File: src/rtl/fp_mult_gen.sv
// rtl/fp_mult_gen.sv - byte-serial parametrised IEEE-754-style multiplier with rounding modes and flags
module fp_mult_gen #(
    parameter int EXP_W  = 11,
    parameter int FRAC_W = 52,
    parameter int BUS_W  = 8
) (
    input  logic             CLK,
    input  logic             RESET_N,
    input  logic             ENABLE,
    input  logic [BUS_W-1:0] DATA_IN,
    input  logic [1:0]       RM,
    output logic [BUS_W-1:0] DATA_OUT,
    output logic             READY,
    output logic [3:0]       FLAGS
);
    localparam int N     = 1 + EXP_W + FRAC_W;
    localparam int WORDS = N / BUS_W;
    localparam int SW    = FRAC_W + 1;
    localparam int PW    = 2 * SW;
    localparam int EW    = EXP_W + 2;
    localparam int CW    = $clog2(2 * WORDS + SW + 1);

    localparam logic [2:0] S_IDLE  = 3'd0;
    localparam logic [2:0] S_LOAD  = 3'd1;
    localparam logic [2:0] S_MUL   = 3'd2;
    localparam logic [2:0] S_NORM  = 3'd3;
    localparam logic [2:0] S_ROUND = 3'd4;
    localparam logic [2:0] S_OUT   = 3'd5;

    localparam logic signed [EW-1:0] BIAS_E = EW'(2 ** (EXP_W - 1) - 1);
    localparam logic signed [EW-1:0] EMAX_E = EW'(2 ** EXP_W - 1);
    localparam logic signed [EW-1:0] ONE_E  = EW'(1);
    localparam logic signed [EW-1:0] ZERO_E = EW'(0);

    logic [2:0]           state_q, state_d;
    logic [CW-1:0]        cnt_q, cnt_d;
    logic [2*N-1:0]       op_q;
    logic [1:0]           rm_q;
    logic [PW-1:0]        prod_q, prod_d;
    logic [SW-1:0]        mant_q;
    logic                 g_q, r_q, s_q;
    logic signed [EW-1:0] e_q;
    logic [N-1:0]         result_q, res_d;
    logic [BUS_W-1:0]     dout_q;
    logic                 ready_q;
    logic [3:0]           flags_q, flags_d;

    // Operand decode; exp=0 operands are flushed to zero on input
    logic               sx, sy, sgn;
    logic [EXP_W-1:0]   ex, ey;
    logic [FRAC_W-1:0]  fx, fy;
    logic               x_zero, y_zero, x_inf, y_inf, x_nan, y_nan, x_snan, y_snan;
    logic [SW-1:0]      ma, mb, mb_sh;
    logic [CW-1:0]      bit_idx;
    logic signed [EW-1:0] e_raw;

    assign {sx, ex, fx} = op_q[N-1:0];
    assign {sy, ey, fy} = op_q[2*N-1:N];
    assign sgn    = sx ^ sy;
    assign x_zero = (ex == '0);
    assign y_zero = (ey == '0);
    assign x_nan  = (&ex) && (|fx);
    assign y_nan  = (&ey) && (|fy);
    assign x_inf  = (&ex) && !(|fx);
    assign y_inf  = (&ey) && !(|fy);
    assign x_snan = x_nan && !fx[FRAC_W-1];
    assign y_snan = y_nan && !fy[FRAC_W-1];
    assign ma     = x_zero ? '0 : {1'b1, fx};
    assign mb     = y_zero ? '0 : {1'b1, fy};
    assign e_raw  = $signed({2'b00, ex}) + $signed({2'b00, ey}) - BIAS_E;

    // Multiplier bits are consumed MSB first so the product only ever shifts left
    assign bit_idx = CW'(FRAC_W) - cnt_q;
    assign mb_sh   = mb >> bit_idx;
    assign prod_d  = {prod_q[PW-2:0], 1'b0} + (mb_sh[0] ? {{SW{1'b0}}, ma} : {PW{1'b0}});

    logic                 inexact, inc, carry;
    logic [SW:0]          sum;
    logic [FRAC_W-1:0]    frac_r;
    logic signed [EW-1:0] e_r;
    logic [N-1:0]         qnan_w, inf_w, max_w, zero_w;

    always_comb begin
        inexact = g_q | r_q | s_q;
        case (rm_q)
            2'b00:   inc = g_q & (r_q | s_q | mant_q[0]);
            2'b01:   inc = 1'b0;
            2'b10:   inc = !sgn & inexact;
            default: inc = sgn & inexact;
        endcase
        sum    = {1'b0, mant_q} + {{SW{1'b0}}, inc};
        carry  = sum[SW];
        frac_r = carry ? sum[FRAC_W:1] : sum[FRAC_W-1:0];
        e_r    = carry ? e_q + ONE_E : e_q;
        qnan_w = {1'b0, {EXP_W{1'b1}}, 1'b1, {(FRAC_W-1){1'b0}}};
        inf_w  = {sgn, {EXP_W{1'b1}}, {FRAC_W{1'b0}}};
        max_w  = {sgn, {(EXP_W-1){1'b1}}, 1'b0, {FRAC_W{1'b1}}};
        zero_w = {sgn, {(N-1){1'b0}}};
        res_d   = {sgn, e_r[EXP_W-1:0], frac_r};
        flags_d = {3'b000, inexact};
        if (x_nan || y_nan) begin
            res_d   = qnan_w;
            flags_d = {x_snan | y_snan, 3'b000};
        end else if ((x_inf && y_zero) || (y_inf && x_zero)) begin
            res_d   = qnan_w;
            flags_d = 4'b1000;
        end else if (x_inf || y_inf) begin
            res_d   = inf_w;
            flags_d = 4'b0000;
        end else if (x_zero || y_zero) begin
            res_d   = zero_w;
            flags_d = 4'b0000;
        end else if (e_r >= EMAX_E) begin
            flags_d = 4'b0101;
            case (rm_q)
                2'b00:   res_d = inf_w;
                2'b01:   res_d = max_w;
                2'b10:   res_d = sgn ? max_w : inf_w;
                default: res_d = sgn ? inf_w : max_w;
            endcase
        end else if (e_r <= ZERO_E) begin
            res_d   = zero_w;
            flags_d = 4'b0011;
        end
    end

    always_comb begin
        state_d = state_q;
        cnt_d   = cnt_q;
        case (state_q)
            S_IDLE: if (ENABLE) begin
                state_d = S_LOAD;
                cnt_d   = CW'(1);
            end
            S_LOAD: if (ENABLE) begin
                if (cnt_q == CW'(2 * WORDS - 1)) begin
                    state_d = S_MUL;
                    cnt_d   = '0;
                end else begin
                    cnt_d = cnt_q + CW'(1);
                end
            end
            S_MUL: begin
                if (cnt_q == CW'(FRAC_W)) begin
                    state_d = S_NORM;
                    cnt_d   = '0;
                end else begin
                    cnt_d = cnt_q + CW'(1);
                end
            end
            S_NORM:  state_d = S_ROUND;
            S_ROUND: begin
                state_d = S_OUT;
                cnt_d   = CW'(1);
            end
            S_OUT: begin
                if (cnt_q == CW'(WORDS)) begin
                    state_d = S_IDLE;
                    cnt_d   = '0;
                end else begin
                    cnt_d = cnt_q + CW'(1);
                end
            end
            default: begin
                state_d = S_IDLE;
                cnt_d   = '0;
            end
        endcase
    end

    always_ff @(posedge CLK or negedge RESET_N) begin
        if (!RESET_N) begin
            state_q  <= S_IDLE;
            cnt_q    <= '0;
            op_q     <= '0;
            rm_q     <= '0;
            prod_q   <= '0;
            mant_q   <= '0;
            g_q      <= 1'b0;
            r_q      <= 1'b0;
            s_q      <= 1'b0;
            e_q      <= '0;
            result_q <= '0;
            dout_q   <= '0;
            ready_q  <= 1'b0;
            flags_q  <= '0;
        end else begin
            state_q <= state_d;
            cnt_q   <= cnt_d;
            case (state_q)
                S_IDLE: if (ENABLE) begin
                    op_q    <= {DATA_IN, op_q[2*N-1:BUS_W]};
                    flags_q <= '0;
                end
                S_LOAD: if (ENABLE) begin
                    op_q <= {DATA_IN, op_q[2*N-1:BUS_W]};
                    if (cnt_q == CW'(2 * WORDS - 1)) begin
                        rm_q   <= RM;
                        prod_q <= '0;
                    end
                end
                S_MUL: prod_q <= prod_d;
                S_NORM: begin
                    if (prod_q[PW-1]) begin
                        mant_q <= prod_q[PW-1:SW];
                        g_q    <= prod_q[SW-1];
                        r_q    <= prod_q[SW-2];
                        s_q    <= |prod_q[SW-3:0];
                        e_q    <= e_raw + ONE_E;
                    end else begin
                        mant_q <= prod_q[PW-2:SW-1];
                        g_q    <= prod_q[SW-2];
                        r_q    <= prod_q[SW-3];
                        s_q    <= |prod_q[SW-4:0];
                        e_q    <= e_raw;
                    end
                end
                S_ROUND: begin
                    result_q <= res_d >> BUS_W;
                    dout_q   <= res_d[BUS_W-1:0];
                    ready_q  <= 1'b1;
                    flags_q  <= flags_d;
                end
                S_OUT: begin
                    if (cnt_q == CW'(WORDS)) begin
                        ready_q <= 1'b0;
                        dout_q  <= '0;
                    end else begin
                        dout_q   <= result_q[BUS_W-1:0];
                        result_q <= result_q >> BUS_W;
                    end
                end
                default: ;
            endcase
        end
    end

    assign DATA_OUT = dout_q;
    assign READY    = ready_q;
    assign FLAGS    = flags_q;
endmodule

File: config.mk
export PLATFORM = sky130hd
export DESIGN_NAME = fp_mult_gen
export DESIGN_NICKNAME = d
export VERILOG_FILES = /design/src/rtl/fp_mult_gen.sv
export SDC_FILE = /design/constraint.sdc
export NUM_CORES = 1
export LEC_CHECK = 0
export ABC_AREA = 1
export ABC_CLOCK_PERIOD_IN_PS = 10900
export BUFFER_PORTS_ARGS = -buffer_cell sky130_fd_sc_hd__buf_2
export CAP_MARGIN = 10
export CELL_PAD_IN_SITES_DETAIL_PLACEMENT = 1
export CELL_PAD_IN_SITES_GLOBAL_PLACEMENT = 1
export CORE_MARGIN = 3
export CORE_UTILIZATION = 40
export DETAILED_ROUTE_END_ITERATION = 7
export MAX_ROUTING_LAYER = met4
export PLACE_DENSITY = 0.7
export SYNTH_ARGS = -nofsm -noshare
export SYNTH_HDL_FRONTEND = slang
export SYNTH_SLANG_ARGS = --single-unit
export TNS_END_PERCENT = 10
File: constraint.sdc
create_clock -name CLK -period 10.9 [get_ports CLK]
set_input_delay 2.18 -clock CLK [delete_from_list [all_inputs] [get_ports CLK]]
set_output_delay 2.18 -clock CLK [all_outputs]
set_load 0.01 [all_outputs]
==> impl_metrics.csv <==
group,metric,value,unit
routing,drt-pass1-iter-count,5,
worst_setup_path,crit_path_end_kind,"register",
cells_and_area,drive_gt1_share,4.77,%
cells_and_area,final_cell_mix,"nand2_1, nor2_1, inv_1, dfrtp_1, o21ai_0",
floorplanning,die_x,264,um
global_routing,grt_overflow_total,0,
global_routing,grt_pass1_vias,26976,
clock_tree,cts_htree_levels,2,
place,dpl.hpwl,76200,um
logic_synthesis,yosysTopAreaCell,"dfrtp_1",
logic_synthesis,syn_avg_cell_area,6.75,um2
logic_synthesis,synthArstFlopShare,100,%
cells_and_area,antennaDiodeCount,0,
logic_synthesis,synth.area.top_cells,"dfrtp_1, nand2_1, nor2_1",
global_routing,grt_start_max_net_pins,143,
routing,wl,101000,um
floorplanning,design.core.area,65000,um2
cells_and_area,finalCoreUtilization,44.8,%
sta,fmax,0.137,GHz
sta,postLayoutSetupSlackWorst,3.60,ns
flow_run,max_cap_violations,0,
routing,post_drt_wl_per_cell,21.0,um
logic_synthesis,ys_ff_latch,384,
logic_synthesis,synth_fp_nets,4029,
worst_setup_path,worstPathMaxFanout,52,
place,dpl.cell_count,4687,
place,place_ws,3.70,ns
clock_tree,clkLatencyLatePin,0.62,ns
worst_setup_path,setup.worst_path.start,"cnt_q[0]$_DFFE_PN0P_",
power,ir_drop,0.164,mV
clock_tree,clockRootBuffer,"clkbuf_16",
floorplanning,die_h,264,um
run_status,outcome,"completed",
sta,maxSlewViolCount,0,
worst_setup_path,critical_path.startpoint_type,"register",
logic_synthesis,ys.flop_type,"dfrtp_1",
clock_tree,cts_setup_buffers,0,
power,power_density,274,nW/um2
floorplanning,die_area,69500,um2
hold_path,hold_path.class,"register to register",
sta,worstMarginPinSlew,1.11,ns
logic_synthesis,synth_cell_types,57,
routing,drtAntennaViolNets,0,
cells_and_area,final_common_cell,"nand2_1",
logic_synthesis,yosysSeqAreaShare,36.2,%
worst_setup_path,crit_arrival,7.84,ns
logic_synthesis,syn_inst,3933,
routing,drt_iter0_markers,2150,
routing,avgViaCountPerCell,5.54,
clock_tree,cts_buffers,49,
clock_tree,cts_sinks,384,
cells_and_area,fin_nets,3979,
sta,rsz0062_at_grt,"false",
sta,finalCriticalPeriod,7.30,ns
global_routing,grt_usage,29.4,%
worst_setup_path,r2r-start,"cnt_q[0]$_DFFE_PN0P_",
floorplanning,io_pins,26,
place,gp_routability_congestion,0.957,
logic_synthesis,synth.top_cell.area_share,36.2,%
place,portBuffers,25,
power,p_leak,0.0136,uW
worst_setup_path,cp.required,11.44,ns
global_routing,grt_first_pass_wirelength,158000,um
routing,drc_errors,0,
clock_tree,ctsResizeCount,0,
logic_synthesis,netlist_area,26600,um2
clock_tree,cts_hold_buffers,0,
floorplanning,start_util,40.8,%
logic_synthesis,synth_edf_count,0,
clock_tree,ctsLongestPathBuffers,3,
worst_setup_path,crit_type,"register to register",
cells_and_area,areaGrowthSynthToFinish,9.73,%
sta,slew_headroom,25.9,%
sta,fin_crit_sh,67.0,%
cells_and_area,finalNonFillerCells,4775,
sta,setup_tns,0,ns
clock_tree,cts.clk_slew.worst_paths,0.06,ns
sta,timing.final.hold_violations,0,
hold_path,holdCritStartpoint,"result_q[44]$_DFFE_PN0P_",
logic_synthesis,yosysWarnings,0,
global_routing,antenna_found_initial,0,
sta,fin_skew,0.0307,ns
sta,setup_viol,0,
floorplanning,num_rows,93,
routing,vias,26444,
clock_tree,cts_tree,"yes",
-- where the power goes --
part / total, uW / switching (uW) / internal [uW]
Combinational: 3730 / 2580 / 1150
Sequential: 2460 / 553 / 1910
Clock: 1800 / 713 / 1090
-- flip-flops by register name, indices dropped and copies added (netlist names) --
signal / cells
rm_q: 2
result_q: 56
r_q: 1
prod_q: 106
s_q: 1
READY: 1
FLAGS: 4
op_q: 128
DATA_OUT: 8
state_q: 3
cnt_q: 7
e_q: 13
mant_q: 53
g_q: 1
-- logic make-up after synthesis --
group,count (synthesis),synth area share (%)
AO/OA/AOI/OAI,810,16.5
flip-flops,384,36.2
XOR/XNOR,96,3.17
adder cells (fa/ha/maj),83,3.97
AND/OR/NAND/NOR,1903,30.5
buffers and inverters,655,9.59
multiplexers,2,0.0848
-- final cells by class --
type                            count  area (um2)
Clock buffer                       63        1370
Timing Repair Buffer               45         310
Inverter                          509        1910
Tap cell                          855        1070
Fill cell                        8459       35900
Sequential cell                   384        9610
Multi-Input combinational cell   2894       14500
Clock inverter                     25         405
-- stage by stage --
stage / hold slack, ns / cell area, um2 / total power (uW)
floorplan: 0.449 / 26600 / 4860
global placement: 0.468 / 27400 / 6090
detailed placement: 0.478 / 27400 / 6150
CTS: 0.493 / 29100 / 8000
global route: 0.520 / 29100 / 8640
finish: 0.490 / 29100 / 7990
-- Yosys cell counts, drive strengths merged (4+ instances only) --
cell type / n
nor4: 58
o22ai: 32
buf: 34
o32ai: 4
xnor2: 21
inv: 506
a21o: 10
a31oi: 28
or2: 9
nand3b: 4
a21boi: 5
o211ai: 36
o21ai: 376
nor2: 522
nand4: 107
dfrtp: 384
nor3: 81
clkbuf: 112
ha: 81
xor2: 75
a21oi: 287
o2111ai: 8
o21bai: 10
nand3: 186
nand2: 929
-- layer usage --
layer / wire length [um] / track usage [%] / part of all wire (%) / up-vias
met3: 4650 / 2.86 / 4.6 / 123
met2: 45200 / 45.6 / 45 / 542
met4: 2090 / 6.26 / 2.1 / 0
met5: 0 / - / 0 / -
li1: - / - / - / 12824
met1: 48600 / 41.7 / 48 / 12955
-- final timing paths --
check | to | slack [ns] | depth (start not counted)
max | prod_q[91]$_DFFE_PN0P_ | 3.60 | 25
min | result_q[44]$_DFFE_PN0P_ | 0.49 | 2
max reg2reg | prod_q[91]$_DFFE_PN0P_ | 3.60 | 25
min reg2reg | result_q[44]$_DFFE_PN0P_ | 0.49 | 2
max in group asynchronous | prod_q[18]$_DFFE_PN0P_ | 7.41 | 3
min in group asynchronous | op_q[92]$_DFFE_PN0P_ | 1.58 | 1
-- critical path, stage by stage, from the launching register on --
cell and delay [ns]:
dfrtp_1 0.48, clkinv_1 0.61, ha_1 0.55, inv_1 0.37
nand2_1 0.39, o2111ai_1 0.30, nand3_1 0.10, a21oi_1 0.16
a211o_1 0.12, nand3_2 0.07, buf_4 0.31, nor2_1 0.17
ha_1 0.37, inv_1 0.22, fa_1 0.45, o21ai_0 0.43
a21boi_1 0.23, o21bai_1 0.35, a21oi_1 0.25, o21ai_1 0.39
nand2_1 0.12, nand2_1 0.31, nand3_1 0.15, nand2_1 0.09
nand2_1 0.05, o21ai_1 0.14
(Power assumes the default switching activity.)
